File: src/rtl/coreahb_pkg.sv
// Shared definitions for the AHB-Lite matrix slave-port arbiters.
package coreahb_pkg;

  localparam int NUM_MASTERS = 4;
  localparam int ARB_RR      = 0;
  localparam int ARB_FIXED   = 1;

  typedef enum logic [1:0] {
    ST_IDLE   = 2'd0,
    ST_OWNED  = 2'd1,
    ST_LOCKED = 2'd2
  } arb_state_e;

  function automatic logic [1:0] onehot_idx(input logic [NUM_MASTERS-1:0] oh);
    logic [1:0] idx;
    idx = '0;
    for (int k = 0; k < NUM_MASTERS; k++) begin
      if (oh[k]) idx = 2'(k);
    end
    return idx;
  endfunction

endpackage

File: src/rtl/ahb_slave_port_arbiter_if.sv
// Request/grant signals between the master side of one slave port and its arbiter.
interface ahb_slave_port_arbiter_if;
  import coreahb_pkg::*;

  logic [NUM_MASTERS-1:0] M_REQ;
  logic [NUM_MASTERS-1:0] M_SEQ;
  logic [NUM_MASTERS-1:0] M_LOCK;
  logic                   HREADY_S;
  logic [NUM_MASTERS-1:0] GRANT;
  logic [NUM_MASTERS-1:0] DP_GRANT;
  logic                   LOCKED;
  logic                   ARB_EVENT;

  modport slave (
    input  M_REQ, M_SEQ, M_LOCK, HREADY_S,
    output GRANT, DP_GRANT, LOCKED, ARB_EVENT
  );

  modport master (
    output M_REQ, M_SEQ, M_LOCK, HREADY_S,
    input  GRANT, DP_GRANT, LOCKED, ARB_EVENT
  );

endinterface

File: src/rtl/ahb_rr_pick4.sv
// Four-way rotating priority picker: first set bit of (req & mask) searching upward from ptr+1.
module ahb_rr_pick4
  import coreahb_pkg::*;
(
  input  logic [NUM_MASTERS-1:0] req,
  input  logic [1:0]             ptr,
  input  logic [NUM_MASTERS-1:0] mask,
  output logic [NUM_MASTERS-1:0] pick
);

  logic [NUM_MASTERS-1:0] cand;
  logic [1:0]             idx;
  logic                   found;

  always_comb begin
    cand  = req & mask;
    pick  = '0;
    idx   = '0;
    found = 1'b0;
    for (int k = 1; k <= NUM_MASTERS; k++) begin
      idx = ptr + 2'(k);
      if (!found && cand[idx]) begin
        pick[idx] = 1'b1;
        found     = 1'b1;
      end
    end
  end

endmodule

File: src/rtl/ahb_slave_port_arbiter.sv
// Per-slave-port address-phase arbiter with burst/lock hold and data-phase owner tracking.
//   state     | meaning
//   ST_IDLE   | no address-phase owner, GRANT == 0
//   ST_OWNED  | unlocked owner
//   ST_LOCKED | owner is holding a locked sequence
module ahb_slave_port_arbiter
  import coreahb_pkg::*;
#(
  parameter int ARB_MODE   = ARB_RR,
  parameter int HOLD_LIMIT = 0
)
(
  input logic                     HCLK,
  input logic                     HRESETN,
  ahb_slave_port_arbiter_if.slave bus
);

  localparam logic [3:0] HOLD_LIM = 4'(HOLD_LIMIT);

  arb_state_e             state_q, state_d;
  logic [NUM_MASTERS-1:0] grant_q, grant_d;
  logic [NUM_MASTERS-1:0] dp_grant_q, dp_grant_d;
  logic [1:0]             rr_ptr_q, rr_ptr_d;
  logic [3:0]             hold_cnt_q, hold_cnt_d;
  logic                   arb_event_q, arb_event_d;

  logic [NUM_MASTERS-1:0] pick, mask;
  logic [1:0]             pick_ptr;
  logic [3:0]             hold_next;
  logic                   own_req, own_seq, own_lock, own_done, others_req, hold_expired;

  assign own_req    = |(grant_q & bus.M_REQ);
  assign own_seq    = |(grant_q & bus.M_SEQ);
  assign own_lock   = |(grant_q & bus.M_LOCK);
  assign own_done   = own_req & ~own_seq;
  assign others_req = |(bus.M_REQ & ~grant_q);

  // The hold count compared includes the NONSEQ completing on this edge.
  assign hold_next    = (own_done && hold_cnt_q != 4'd15) ? hold_cnt_q + 4'd1 : hold_cnt_q;
  assign hold_expired = (ARB_MODE == ARB_FIXED) && (HOLD_LIM != 4'd0) &&
                        (hold_next >= HOLD_LIM) && others_req;
  assign mask         = hold_expired ? ~grant_q : '1;
  assign pick_ptr     = (ARB_MODE == ARB_FIXED) ? 2'd3 : rr_ptr_q;

  ahb_rr_pick4 u_pick (
    .req  (bus.M_REQ),
    .ptr  (pick_ptr),
    .mask (mask),
    .pick (pick)
  );

  always_ff @(posedge HCLK or negedge HRESETN) begin
    if (!HRESETN) begin
      state_q     <= ST_IDLE;
      grant_q     <= '0;
      dp_grant_q  <= '0;
      rr_ptr_q    <= 2'd3;
      hold_cnt_q  <= '0;
      arb_event_q <= 1'b0;
    end else begin
      state_q     <= state_d;
      grant_q     <= grant_d;
      dp_grant_q  <= dp_grant_d;
      rr_ptr_q    <= rr_ptr_d;
      hold_cnt_q  <= hold_cnt_d;
      arb_event_q <= arb_event_d;
    end
  end

  always_comb begin
    state_d     = state_q;
    grant_d     = grant_q;
    dp_grant_d  = dp_grant_q;
    rr_ptr_d    = rr_ptr_q;
    hold_cnt_d  = hold_cnt_q;
    arb_event_d = 1'b0;
    if (bus.HREADY_S) begin
      if ((state_q == ST_LOCKED && own_lock) || (own_req && own_seq)) begin
        grant_d = grant_q;
      end else begin
        grant_d = pick;
      end
      dp_grant_d = own_req ? grant_q : '0;
      if (grant_d == '0) begin
        state_d = ST_IDLE;
      end else if (|(grant_d & bus.M_LOCK)) begin
        state_d = ST_LOCKED;
      end else begin
        state_d = ST_OWNED;
      end
      if (grant_d != grant_q) begin
        hold_cnt_d  = '0;
        arb_event_d = (grant_d != '0);
        if (grant_d != '0) rr_ptr_d = onehot_idx(grant_d);
      end else begin
        hold_cnt_d = hold_next;
      end
    end
  end

  assign bus.GRANT     = grant_q;
  assign bus.DP_GRANT  = dp_grant_q;
  assign bus.LOCKED    = (state_q == ST_LOCKED);
  assign bus.ARB_EVENT = arb_event_q;

  a_grant_onehot0: assert property (@(posedge HCLK) disable iff (!HRESETN) $onehot0(grant_q));

endmodule
File: src/flat_wrapper.sv
// flat-port wrapper written by rule: the top's interface ports become plain ports
module ahb_slave_port_arbiter_flat import coreahb_pkg::*;
#(
  parameter int ARB_MODE   = ARB_RR,
  parameter int HOLD_LIMIT = 0
)
  (HCLK, HRESETN, bus_M_REQ, bus_M_SEQ, bus_M_LOCK, bus_HREADY_S, bus_GRANT, bus_DP_GRANT, bus_LOCKED, bus_ARB_EVENT);
  ahb_slave_port_arbiter_if bus_i ();
  input logic HCLK;
  input logic HRESETN;
  input wire logic [$bits(bus_i.M_REQ)-1:0] bus_M_REQ;
  input wire logic [$bits(bus_i.M_SEQ)-1:0] bus_M_SEQ;
  input wire logic [$bits(bus_i.M_LOCK)-1:0] bus_M_LOCK;
  input wire logic [$bits(bus_i.HREADY_S)-1:0] bus_HREADY_S;
  output wire logic [$bits(bus_i.GRANT)-1:0] bus_GRANT;
  output wire logic [$bits(bus_i.DP_GRANT)-1:0] bus_DP_GRANT;
  output wire logic [$bits(bus_i.LOCKED)-1:0] bus_LOCKED;
  output wire logic [$bits(bus_i.ARB_EVENT)-1:0] bus_ARB_EVENT;
  assign bus_i.M_REQ = bus_M_REQ;
  assign bus_i.M_SEQ = bus_M_SEQ;
  assign bus_i.M_LOCK = bus_M_LOCK;
  assign bus_i.HREADY_S = bus_HREADY_S;
  assign bus_GRANT = bus_i.GRANT;
  assign bus_DP_GRANT = bus_i.DP_GRANT;
  assign bus_LOCKED = bus_i.LOCKED;
  assign bus_ARB_EVENT = bus_i.ARB_EVENT;
  ahb_slave_port_arbiter #(.ARB_MODE(ARB_MODE), .HOLD_LIMIT(HOLD_LIMIT)) u_core (.HCLK(HCLK), .HRESETN(HRESETN), .bus(bus_i));
endmodule
File: config.mk
export PLATFORM = sky130hd
export DESIGN_NAME = ahb_slave_port_arbiter_flat
export DESIGN_NICKNAME = d
export VERILOG_FILES = /design/src/rtl/coreahb_pkg.sv /design/src/rtl/ahb_slave_port_arbiter_if.sv /design/src/rtl/ahb_rr_pick4.sv /design/src/rtl/ahb_slave_port_arbiter.sv /design/src/flat_wrapper.sv
export SDC_FILE = /design/constraint.sdc
export NUM_CORES = 1
export LEC_CHECK = 0
export CAP_MARGIN = 20
export CORE_MARGIN = 3
export CORE_UTILIZATION = 42
export CTS_BUF_LIST = sky130_fd_sc_hd__clkbuf_8 sky130_fd_sc_hd__clkbuf_16
export CTS_CLUSTER_DIAMETER = 100
export CTS_CLUSTER_SIZE = 16
export DETAILED_ROUTE_END_ITERATION = 7
export MAX_ROUTING_LAYER = met4
export PLACE_DENSITY_LB_ADDON = 0.08
export REMOVE_ABC_BUFFERS = 1
export SYNTH_ARGS = -nofsm -noshare
export SYNTH_HDL_FRONTEND = slang
export SYNTH_SLANG_ARGS = --single-unit
export TNS_END_PERCENT = 30
File: constraint.sdc
create_clock -name HCLK -period 4.4 [get_ports HCLK]
set_clock_uncertainty 0.05 [all_clocks]
set_input_delay 0.66 -clock HCLK [delete_from_list [all_inputs] [get_ports HCLK]]
set_output_delay 0.66 -clock HCLK [all_outputs]
set_load 0.01 [all_outputs]
---- Word-level counts from Yosys, hierarchy flattened ----
Index checks and enable logic that the tools add are counted.
cells by class
  add/subtract/negate cells ............... 3
  multipliers ............................. 0
  div/mod/pow operators ................... 0
  $lt $le $gt $ge ......................... 8
  eq/ne operators ......................... 2
  shifts and indexed selects .............. 0
  multiplexer cells ....................... 33
  bitwise logic cells ..................... 7
  reductions and logical operators ........ 20
operators with widths
  kind                                                                    count
  4-bit two-way mux                                                       7
  4-bit bitwise AND                                                       4
  4-bit OR reduction                                                      4
  1-bit two-way mux                                                       14
  2-bit by 3-bit < comparator with 1-bit output (second input constant)   4
  4-bit OR                                                                3
  1-bit logical AND                                                       9
  1-bit binary-select mux with 2-bit select                               4
  1-bit demux with 2-bit select                                           4
  2-bit by 1-bit >= comparator with 1-bit output (second input constant)  4
  2-bit two-way mux                                                       4
  2-bit adder (second input constant)                                     2
  4-bit logical NOT                                                       1
  4-bit != test                                                           1
  4-bit nonzero test                                                      1
  1-bit logical NOT                                                       3
  3-bit AND reduction                                                     1
  2-bit by 1-bit adder with 2-bit output (second input constant)          1
  2-bit == test (second input constant)                                   1
  1-bit logical OR                                                        1
word-level totals
  register bits after elaboration ......... 13
  latch bits .............................. 0
  memory bits (writable) .................. 0
  memory bits (read-only) ................. 0
  input port bits ......................... 15
  output and inout port bits .............. 10
  memories kept ........................... 0

---- Depth between registers and ports, before layout ----
Gate-level depths: netlist of the first run.
  word-level depth ........................ 19
  gate-level depth with buffers ........... 10

---- Hierarchy ----
A second synthesis of the first run with hierarchy kept.
unflattened totals
  cell total of the unflattened synthesis .. 111
  area total of the unflattened synthesis .. 1082.3 sq um
by module, submodules not included
  module                  times used  cells each  area an instance (sq um)  seq. area each (sq um)
  ahb_slave_port_arbiter  1           61          684.4                     327.8
  ahb_rr_pick4            1           50          397.9                     0.0

---- Worst setup path after synthesis of the first run ----
Ideal clock, no wire load.
  path type ............................... reg2reg
  from .................................... register u_core.rr_ptr_q[0] (netlist: u_core.pick_ptr[0])
  to ...................................... register u_core.rr_ptr_q[0] (netlist: u_core.pick_ptr[0])
  arrival ................................. 3045 ps
  data required time ...................... 4268 ps
  path slack .............................. 1223 ps
  cell stages (with the launch flop) ...... 11
  period minus slack after synthesis ...... 3177 ps
  cells stage by stage .................... dfstp_2 buf_2 inv_1 ha_1 mux4_2 nor4bb_1 a31oi_2 nor4bb_1 nor4b_4 a31oi_4 mux2_4
on the way
  cells in the longest elaborated chain, start to end .. 18
RTL lines
  what                                                                                    line                          source
  start, declared                                                                         ahb_slave_port_arbiter.sv:23  logic [1:0] rr_ptr_q, rr_ptr_d;
  start signal, assigned                                                                  ahb_slave_port_arbiter.sv:64  rr_ptr_q <= rr_ptr_d;
  branches (longest 12 deep; another with 2-bit by 3-bit < comparator with 1-bit output)  n/a
  4-bit two-way mux *                                                                     ahb_rr_pick4.sv:22            if (!found && cand[idx]) begin
  4-bit two-way mux *                                                                     ahb_slave_port_arbiter.sv:78  if ((state_q == ST_LOCKED && own_lock) || (own_req && own_seq)) begin
  4-bit two-way mux *                                                                     ahb_slave_port_arbiter.sv:77  if (bus.HREADY_S) begin
  1-bit two-way mux                                                                       coreahb_pkg.sv:18             if (oh[k]) idx = 2'(k);
  2-bit two-way mux (2 in a row)                                                          coreahb_pkg.sv:18
Mark *: on every way between the ends. The select of a mux whose other input is x is not followed.
A chain may end at the register's enable or synchronous reset.

---- Worst setup path in the final report of the first run ----
  from .................................... register u_core.rr_ptr_q[1] (netlist: u_core.pick_ptr[1])
  to ...................................... register u_core.rr_ptr_q[0] (netlist: u_core.pick_ptr[0])
Same word-level chain as after synthesis.

==> results of run 1 <==
-- area by class of cell --
class / instances / area (um2)
fill: 228 / 1080
multi-input combinational: 98 / 866
sequential: 13 / 328
timing repair buffer: 25 / 248
clock buffer: 3 / 41.3
tap: 30 / 37.5
inverter: 3 / 11.3
clock inverter: 1 / 3.75
-- placed cells by master, fill, tap and decap left out, types with 2 or more instances in the layout --
cell type	netlist	routed
nor4bb_1	2	2
nand2_1	9	9
inv_1	3	4
mux4_2	3	3
clkbuf_8	0	3
o21ai_0	2	2
mux2i_1	4	4
a22o_1	7	7
o311ai_1	2	2
nor2b_1	2	2
nand3_1	2	2
a31oi_2	2	2
or2b_1	3	3
a31oi_1	3	3
nor2_1	5	5
ha_1	8	8
clkdlybuf4s50_1	0	24
nor3b_1	3	3
dfstp_2	2	2
a21oi_1	7	7
dfrtp_1	11	11
a22oi_1	8	8
mux2_2	6	6
-- cells by family (layout without fill, tap and decap cells) --
| logic type | after synthesis | after routing | share of synthesized area |
|---|---|---|---|
| buffers and inverters | 7 | 32 | 0.0235 |
| muxes | 14 | 14 | 0.156 |
| and+or+nand+nor | 34 | 34 | 0.176 |
| adders and majority gates | 8 | 8 | 0.0819 |
| AOI/OAI and AO/OA | 42 | 42 | 0.295 |
| DFF | 13 | 13 | 0.268 |
-- layer usage --
| layer | global-route usage | routed length [um] | vias up |
|---|---|---|---|
| li1 | - | - | 521 |
| met1 | 0.245 | 1410 | 511 |
| met2 | 0.306 | 1500 | 30 |
| met3 | 0.0475 | 133 | 2 |
| met4 | 0.0253 | 4 | 0 |
| met5 | - | 0 | - |
-- power groups by stage --
stage	combinational [mW]	clock (mW)	sequential, mW
2_1_floorplan	0.699	0	0.285
3_3_place_gp	0.968	0	0.272
3_5_place_dp	0.984	0	0.273
4_1_cts	0.990	0.105	0.274
5_1_grt	1.08	0.109	0.285
6_report	0.991	0.102	0.273
-- registers in the layout, indices dropped and copies added (netlist names) --
signal                count
u_core.bus.ARB_EVENT      1
u_core.pick_ptr           2
u_core.bus.DP_GRANT       4
u_core.state_q            2
u_core.bus.GRANT          4
-- critical path, cell delays in order (launching register included) --
cell      delay [ns]
dfstp_2         0.63
inv_1           0.16
ha_1            0.40
mux4_2          0.40
nor4bb_1        0.18
a31oi_2         0.24
a41oi_2         0.27
o41ai_4         0.52
a31oi_4         0.08
mux2_4          0.31
-- per-stage QoR --
| stage | hold WS, ns | util |
|---|---|---|
| final | 0.423 | 0.588 |
| after detailed placement | 0.415 | 0.570 |
| after global routing | 0.449 | 0.588 |
| after floorplan | 0.314 | - |
| after global placement | 0.410 | 0.570 |
| after CTS | 0.427 | 0.588 |
-- path summary, 6_finish.rpt --
path,to,depth (start not counted),slack [ns],start
worst max-delay path,u_core.pick_ptr[0]$_DFFE_PN1P_,9,1.09,u_core.pick_ptr[1]$_DFFE_PN1P_
worst min-delay path,u_core.state_q[1]$_DFFE_PN0P_,1,0.42,u_core.state_q[1]$_DFFE_PN0P_
worst max register to register,u_core.pick_ptr[0]$_DFFE_PN1P_,9,1.09,u_core.pick_ptr[1]$_DFFE_PN1P_
worst min register to register,u_core.state_q[1]$_DFFE_PN0P_,1,0.42,u_core.state_q[1]$_DFFE_PN0P_
max in group asynchronous,u_core.pick_ptr[1]$_DFFE_PN1P_,1,3.19,HRESETN
min in group asynchronous,u_core.state_q[0]$_DFFE_PN0P_,1,0.74,HRESETN
==> run_results.csv, run 1 <==
group,metric,value,unit
status,outcome,"complete, no violations",
timing,relSlewSlack,0.620,
cts,htreeDepth,1,
timing,drv_slew,0,
cts,cts_buffers,3,
timing,tightestPinTransition,0.569,ns
cells_and_area,syn2layout_area_growth,25.6,%
logic_synthesis,yosysTopAreaCell,"dfrtp_1",
logic_synthesis,syn_avg_cell_area,10.4,um2
cells_and_area,finalInstanceArea,0.00154,mm2
worst_setup_path,endpoint_kind,"flip-flop",
floorplanning,core_area,0.00261,mm2
logic_synthesis,netlist_area,0.00122,mm2
cts,cts_sinks,13,
timing,setup_slack,1.09,ns
routing,via_per_inst,6.15,
logic_synthesis,synth-seq-cells,13,
global_routing,grt_pass1_wl,4.99,mm
global_routing,grt_pass1_vias,1054,
floorplanning,io_pins,25,
cts,clock_path_buffers,2,
placed_design,io_buffer_count,24,
logic_synthesis,synth_top_area_share,0.225,
routing,vias,1064,
placed_design,dpl.hpwl,2.33,mm
floorplanning,die_w,60.0,um
logic_synthesis,synth_cells,118,
global_routing,antenna_found_initial,0,
cells_and_area,final_cells,173,
logic_synthesis,synth_cell_type_count,43,
worst_setup_path,crit_path_start_kind,"flip-flop",
worst_setup_path,worstSetupPathType,"flip-flop to flip-flop",
routing,drcViolationCount,0,
logic_synthesis,synth.area.top_cells,"dfrtp_1 23%, ha_1 8.2%, mux2_2 5.5%",
logic_synthesis,synth-main-ff-cell,"dfrtp_1",
power_and_ir_drop,swShare,0.474,
floorplanning,die_height,60.0,um
routing,wl,3.05,mm
routing,wl_per_cell,17.6,um
timing,setup_viol,0,
routing,drt_first_pass_iters,4,
cells_and_area,nets,167,
power_and_ir_drop,leakage,0.627,nW
placed_design,place_ws,0.915,ns
worst_setup_path,cp.arrival,3.43,ns
global_routing,grt_use_total,0.189,
worst_hold_path,min_path_type,"flip-flop to flip-flop",
global_routing,grt_max_degree,17,
cts,clk_pin_slew,0.05,ns
cts,cts_resized,0,
logic_synthesis,ys_seq_area_frac,0.268,
cells_and_area,diodes,0,
timing,min_period,3.31,ns
logic_synthesis,synthArstFlopShare,1.00,
cts,cts_tree,"done",
global_routing,grt-ovfl-total,0,
placed_design,dp_cells,169,
cts,holdBufCountCts,0,
timing,rsz0062_at_grt,"false",
power_and_ir_drop,vdd_drop_max,533,uV
power_and_ir_drop,total_power,1.37,mW
floorplanning,start_util,0.468,
floorplanning,rows,18,
run,drv_cap,0,
cts,clkLatencyLatePin,0.24,ns
worst_setup_path,worstPathRequired,4.52,ns
floorplanning,die_area,0.00359,mm2
power_and_ir_drop,p_switching,0.648,mW
timing,timing.final.crit_share,0.753,
timing,fmax,302,MHz
logic_synthesis,synth_edf_count,0,
cells_and_area,drive_above_1_share,0.175,
worst_setup_path,cp_max_fo,8,
cts,cts_root_buf,"clkbuf_8",
power_and_ir_drop,seq_power_share,0.200,
power_and_ir_drop,p_clk_frac,0.075,
timing,hold_viol,0,
placed_design,gp_congestion,0.822,
power_and_ir_drop,pwr-share-comb,0.725,
routing,drt-initial-drc-count,27,
logic_synthesis,synth_most_common_cell,"dfrtp_1",
routing,antenna_left,0,
power_and_ir_drop,internal-power,0.719,mW
power_and_ir_drop,p_per_area,890,mW/mm2
cts,cts_setup_buffers,0,
logic_synthesis,ys_warn_count,0,
logic_synthesis,synthTopCellsByCount,"11 x dfrtp_1, 9 x nand2_1, 8 x a22oi_1, 8 x ha_1",
timing,fin_setup_tns,0,ns
placed_design,postPlaceCellArea,0.00149,mm2
(Power assumes the default switching activity.)
==> run 2, diff against run 1 <==
==> constraint.sdc (replaced) <==
create_clock -name HCLK -period 3.4 [get_ports HCLK]
set_clock_uncertainty 0.05 [all_clocks]
set_input_delay 0.51 -clock HCLK [delete_from_list [all_inputs] [get_ports HCLK]]
set_output_delay 0.51 -clock HCLK [all_outputs]
set_load 0.01 [all_outputs]
==> run 2 against run 1 <==
Via count up 4.3%. Largest cell class unchanged. Sequential share of layout area down 0.51 points. Highest routed layer unchanged. Maximum frequency up 1.6%. Clock-buffer cell count unchanged. Largest power group unchanged. Design area up 2.4%.
==> run_results.csv, run 2 (synthesis results as in run 1) <==
group,metric,value,unit
status,outcome,"complete, no violations",
timing,hold_viol,0,
cts,cts_buffers,3,
power_and_ir_drop,p_per_area,1180,mW/mm2
routing,vias,1110,
routing,drt_first_pass_iters,4,
cells_and_area,final_cell_mix,"24 x clkdlybuf4s50_1, 11 x dfrtp_1, 9 x nand2_1, 8 x a22oi_1, 8 x ha_1",
cts,htreeDepth,1,
routing,drcViolationCount,0,
cts,cts_sinks,13,
global_routing,grt-ovfl-total,0,
cells_and_area,syn2layout_area_growth,28.7,%
timing,timing.final.crit_share,0.959,
timing,fmax,307,MHz
placed_design,dpl.hpwl,2.41,mm
floorplanning,core_area,0.00261,mm2
worst_setup_path,cp.arrival,3.38,ns
worst_setup_path,cp_top_family,"simple AND/OR/NAND/NOR gates",
global_routing,antenna_found_initial,0,
run,drv_cap,0,
routing,drt-initial-drc-count,46,
worst_setup_path,critPathBufInv,1,
floorplanning,io_pins,25,
floorplanning,start_util,0.468,
timing,relSlewSlack,0.612,
worst_setup_path,endpoint_kind,"flip-flop",
power_and_ir_drop,total_power,1.85,mW
worst_setup_path,worstSetupPathType,"flip-flop to flip-flop",
worst_setup_path,worstPathRequired,3.52,ns
worst_setup_path,cpMostUsedCell,"nor4bb_1",
worst_hold_path,holdPathStages,1,
floorplanning,die_area,0.00359,mm2
cells_and_area,nets,171,
worst_setup_path,cp_slowest_cell,"dfstp_2",
worst_hold_path,min_path_type,"flip-flop to flip-flop",
cells_and_area,layout_commonest_cell,"clkdlybuf4s50_1",
cts,holdBufCountCts,0,
floorplanning,rows,18,
timing,setup_viol,0,
global_routing,grt_pass1_wl,4.92,mm
worst_setup_path,worst-path-stages,9,
routing,wl,3.13,mm
cts,clkLatencyLatePin,0.24,ns
global_routing,grt_pass1_vias,1068,
global_routing,grt_use_total,0.187,
cells_and_area,drive_above_1_share,0.204,
power_and_ir_drop,vdd_drop_max,751,uV
placed_design,io_buffer_count,24,
routing,antenna_left,0,
routing,via_per_inst,6.27,
cts,cts_root_buf,"clkbuf_8",
timing,fin_setup_tns,0,ns
worst_setup_path,crit_path_cell_trace,"inv_1 -> ha_1 -> mux4_2 -> nor4bb_1 -> a31oi_2 -> nor4bb_1 -> nor4b_4 -> a31oi_4 -> mux2_4",
worst_setup_path,crit_path_start_kind,"flip-flop",
timing,rsz0062_at_grt,"false",
cells_and_area,finalInstanceArea,0.00157,mm2
placed_design,gp_congestion,0.860,
placed_design,postPlaceCellArea,0.00152,mm2
timing,min_period,3.26,ns
routing,wl_per_cell,17.7,um
worst_setup_path,reg2reg_slack,0.14,ns
cts,clk_pin_slew,0.05,ns
cells_and_area,diodes,0,
cts,cts_tree,"done",
power_and_ir_drop,leakage,0.645,nW
timing,tightestPinTransition,0.580,ns
floorplanning,die_height,60.0,um
worst_setup_path,cpPeakStageDelay,0.62,ns
cts,clock_path_buffers,2,
worst_setup_path,r2r.worst_path.cells,9,
timing,hold_ws,0.448,ns
timing,drv_slew,0,
floorplanning,die_w,60.0,um
global_routing,grt_max_degree,14,
worst_setup_path,cp_max_fo,7,
[run 2: cell types whose count changed in the layout (fill, tap and decap cells not counted), sizes merged]
| cell | previous run | this run |
|---|---|---|
| buf | 1 | 5 |
[run 2: layout make-up]
| class | instances | area, um2 |
|---|---|---|
| Fill cell | 218 | 1040 |
| Multi-Input combinational cell | 98 | 873 |
| Sequential cell | 13 | 328 |
| Timing Repair Buffer | 29 | 278 |
| Clock buffer | 3 | 41.3 |
| Tap cell | 30 | 37.5 |
| Inverter | 3 | 11.3 |
| Clock inverter | 1 | 3.75 |
[run 2: stage by stage]
step | cells | setup slack [ns] | utilization
floorplan | 114 | 0.297 | -
global placement | 173 | 0.169 | 0.582
detailed placement | 173 | 0.0627 | 0.582
CTS | 177 | 0.0901 | 0.599
global route | 177 | 0.0126 | 0.602
finish | 177 | 0.138 | 0.602
[run 2: metal layers]
metal | up-vias | GRT usage | wire length (um)
li1 | 529 | - | -
met2 | 45 | 0.302 | 1490
met1 | 534 | 0.244 | 1470
met4 | 0 | 0.0190 | 6
met3 | 2 | 0.0475 | 173
met5 | - | - | 0
[run 2: path summary, 6_finish.rpt]
check / end / start
worst max register to register: u_core.pick_ptr[0]$_DFFE_PN1P_ / u_core.pick_ptr[0]$_DFFE_PN1P_
worst min register to register: u_core.state_q[1]$_DFFE_PN0P_ / u_core.state_q[1]$_DFFE_PN0P_
worst max-delay path: u_core.pick_ptr[0]$_DFFE_PN1P_ / u_core.pick_ptr[0]$_DFFE_PN1P_
min in group asynchronous: u_core.state_q[1]$_DFFE_PN0P_ / HRESETN
max in group asynchronous: u_core.bus.DP_GRANT[3]$_DFFE_PN0P_ / HRESETN
worst min-delay path: u_core.state_q[1]$_DFFE_PN0P_ / u_core.state_q[1]$_DFFE_PN0P_
[run 2: repair_timing]
item | 4_1_cts | 5_1_grt
setup endpoints to repair | 0 | 1
gates resized for setup | 0 | 1
setup buffers | 0 | 0
[run 2: report_power, final]
part	switching, mW	total, mW	leakage [nW]	internal [mW]
Combinational	0.699	1.36	0.460	0.660
Sequential	0.109	0.354	0.158	0.245
Clock	0.0567	0.137	0.0269	0.0798
Total	0.866	1.85	0.645	0.984
==> run 3, diff against run 2 <==
==> constraint.sdc (replaced) <==
create_clock -name HCLK -period 3.95 [get_ports HCLK]
set_clock_uncertainty 0.05 [all_clocks]
set_input_delay 0.5925 -clock HCLK [delete_from_list [all_inputs] [get_ports HCLK]]
set_output_delay 0.5925 -clock HCLK [all_outputs]
set_load 0.01 [all_outputs]
==> run 3 against run 2 <==
Sequential share of layout area up 0.41 points. Hold slack got worse by 0.0075 ns. Cell count shrank 1.7%. Clock-buffer cell count did not move. Non-clock buffer count shrank 3. Largest power group unchanged. Highest routed layer unchanged. Total power shrank 17%. Worst setup slack gained 0.51 ns. Largest cell class unchanged. Clock power down 15%.
==> run_results.csv, run 3 (synthesis results as in run 1) <==
group,metric,value,unit
status,outcome,"complete, no violations",
worst_hold_path,holdPathStages,1,
floorplanning,rows,18,
routing,vias,1065,
timing,drv_slew,0,
cells_and_area,final_cell_mix,"24 x clkdlybuf4s50_1, 11 x dfrtp_1, 9 x nand2_1, 8 x a22oi_1, 8 x ha_1",
worst_hold_path,min_path_type,"flip-flop to flip-flop",
global_routing,grt_use_total,0.189,
cts,clock_path_buffers,2,
global_routing,grt-ovfl-total,0,
worst_setup_path,r2r_end,"u_core.pick_ptr[0]$_DFFE_PN1P_",
cts,cts_sinks,13,
cts,holdBufCountCts,0,
timing,timing.final.crit_share,0.835,
power_and_ir_drop,pwr-share-comb,0.723,
timing,min_period,3.30,ns
timing,tightestPinTransition,0.559,ns
worst_setup_path,worstPathRequired,4.07,ns
worst_setup_path,cp_max_fo,8,
global_routing,antenna_found_initial,0,
cells_and_area,final_cells,174,
placed_design,dpl.hpwl,2.29,mm
floorplanning,die_area,0.00359,mm2
global_routing,use_met3,0.0410,
worst_hold_path,holdPathEnd,"u_core.state_q[1]$_DFFE_PN0P_",
cts,clkLatencyLatePin,0.24,ns
power_and_ir_drop,vdd_drop_max,566,uV
floorplanning,die_height,60.0,um
global_routing,use_met1,0.241,
floorplanning,start_util,0.468,
worst_setup_path,cp.arrival,3.42,ns
worst_setup_path,worstSetupPathType,"flip-flop to flip-flop",
worst_setup_path,crit_path_start_kind,"flip-flop",
power_and_ir_drop,p_switching,0.721,mW
floorplanning,die_w,60.0,um
placed_design,gp_congestion,0.844,
worst_setup_path,reg2reg_slack,0.65,ns
floorplanning,core_area,0.00261,mm2
power_and_ir_drop,seq_power_share,0.200,
timing,relSlewSlack,0.626,
power_and_ir_drop,swShare,0.472,
cells_and_area,layout_commonest_cell,"clkdlybuf4s50_1",
worst_setup_path,r2r.worst_path.cells,9,
routing,drt_first_pass_iters,6,
global_routing,grt_pass1_wl,5.00,mm
cts,cts_resized,0,
cells_and_area,drive_above_1_share,0.181,
cts,cts_root_buf,"clkbuf_8",
floorplanning,io_pins,25,
power_and_ir_drop,internal-power,0.806,mW
power_and_ir_drop,p_per_area,990,mW/mm2
routing,drt-initial-drc-count,32,
routing,antenna_left,0,
global_routing,top_usage_layer,"met2",
run,drv_cap,0,
cts,cts_buffers,3,
routing,wl,3.00,mm
power_and_ir_drop,p_clk_frac,0.077,
timing,fmax,303,MHz
placed_design,dp_cells,170,
placed_design,io_buffer_count,24,
cts,htreeDepth,1,
timing,hold_viol,0,
power_and_ir_drop,total_power,1.53,mW
routing,wl_per_cell,17.2,um
cts,cts_tree,"done",
worst_hold_path,min-delay-start,"u_core.state_q[1]$_DFFE_PN0P_",
cells_and_area,nets,168,
worst_setup_path,reg2reg_from,"u_core.pick_ptr[1]$_DFFE_PN1P_",
routing,drcViolationCount,0,
cts,clk_pin_slew,0.06,ns
worst_setup_path,endpoint_kind,"flip-flop",
cells_and_area,syn2layout_area_growth,26.2,%
timing,fin_setup_tns,0,ns
timing,rsz0062_at_grt,"false",
power_and_ir_drop,leakage,0.631,nW
cells_and_area,diodes,0,
timing,setup_viol,0,
global_routing,grt_util_met2,0.310,
cts,cts_setup_buffers,0,
routing,via_per_inst,6.12,
global_routing,grt_pass1_vias,1106,
global_routing,grt_max_degree,17,
run 3: cell types whose count changed in the layout (fill, tap and decap cells not counted), sizes merged:
cell,previous run,this run
buf,5,2
run 3: how the worst max path moves through the flow:
stage                                         startpoint                             end  slack (ns)
after CTS                 u_core.pick_ptr[1]$_DFFE_PN1P_  u_core.pick_ptr[0]$_DFFE_PN1P_        0.66
final                     u_core.pick_ptr[1]$_DFFE_PN1P_  u_core.pick_ptr[0]$_DFFE_PN1P_        0.65
after detailed placement                    bus_M_REQ[2]  u_core.pick_ptr[0]$_DFFE_PN1P_        0.54
after global placement                      bus_M_REQ[2]  u_core.pick_ptr[0]$_DFFE_PN1P_        0.60
after global routing      u_core.pick_ptr[1]$_DFFE_PN1P_  u_core.pick_ptr[0]$_DFFE_PN1P_        0.47
after floorplan           u_core.pick_ptr[0]$_DFFE_PN1P_  u_core.pick_ptr[0]$_DFFE_PN1P_        0.85
run 3: critical path, cell delays in order (launching register included):
cell,delay (ns)
dfstp_2,0.62
inv_1,0.15
ha_1,0.39
mux4_2,0.42
nor4bb_1,0.37
a31oi_2,0.11
a41oi_2,0.42
o41ai_4,0.17
a31oi_4,0.21
mux2_4,0.31
run 3: metal layers:
layer  wire length [um]  part of all wire
met5                  0                 0
met4                 13            0.0043
met3                129             0.043
met2               1420              0.47
met1               1430              0.48
run 3: layout make-up:
| cell class | count | area [um2] |
|---|---|---|
| Fill cell | 234 | 1070 |
| Tap cell | 30 | 37.5 |
| Clock buffer | 3 | 41.3 |
| Clock inverter | 1 | 3.75 |
| Timing Repair Buffer | 26 | 255 |
| Inverter | 3 | 11.3 |
| Sequential cell | 13 | 328 |
| Multi-Input combinational cell | 98 | 866 |
run 3: through the flow:
step                utilization  hold WS [ns]  setup WS, ns  area (um2)
floorplan                     -         0.247         0.847        1200
global placement          0.573         0.409         0.596        1500
detailed placement        0.573         0.429         0.544        1500
CTS                       0.591         0.443         0.662        1540
global route              0.591         0.475         0.467        1540
finish                    0.591         0.440         0.652        1540
run 3: power by group through the flow:
stage / Clock (mW) / Sequential, mW / Combinational (mW)
floorplan: 0 / 0.317 / 0.778
global placement: 0 / 0.303 / 1.08
detailed placement: 0 / 0.306 / 1.10
CTS: 0.120 / 0.304 / 1.11
global route: 0.124 / 0.316 / 1.20
finish: 0.117 / 0.305 / 1.10
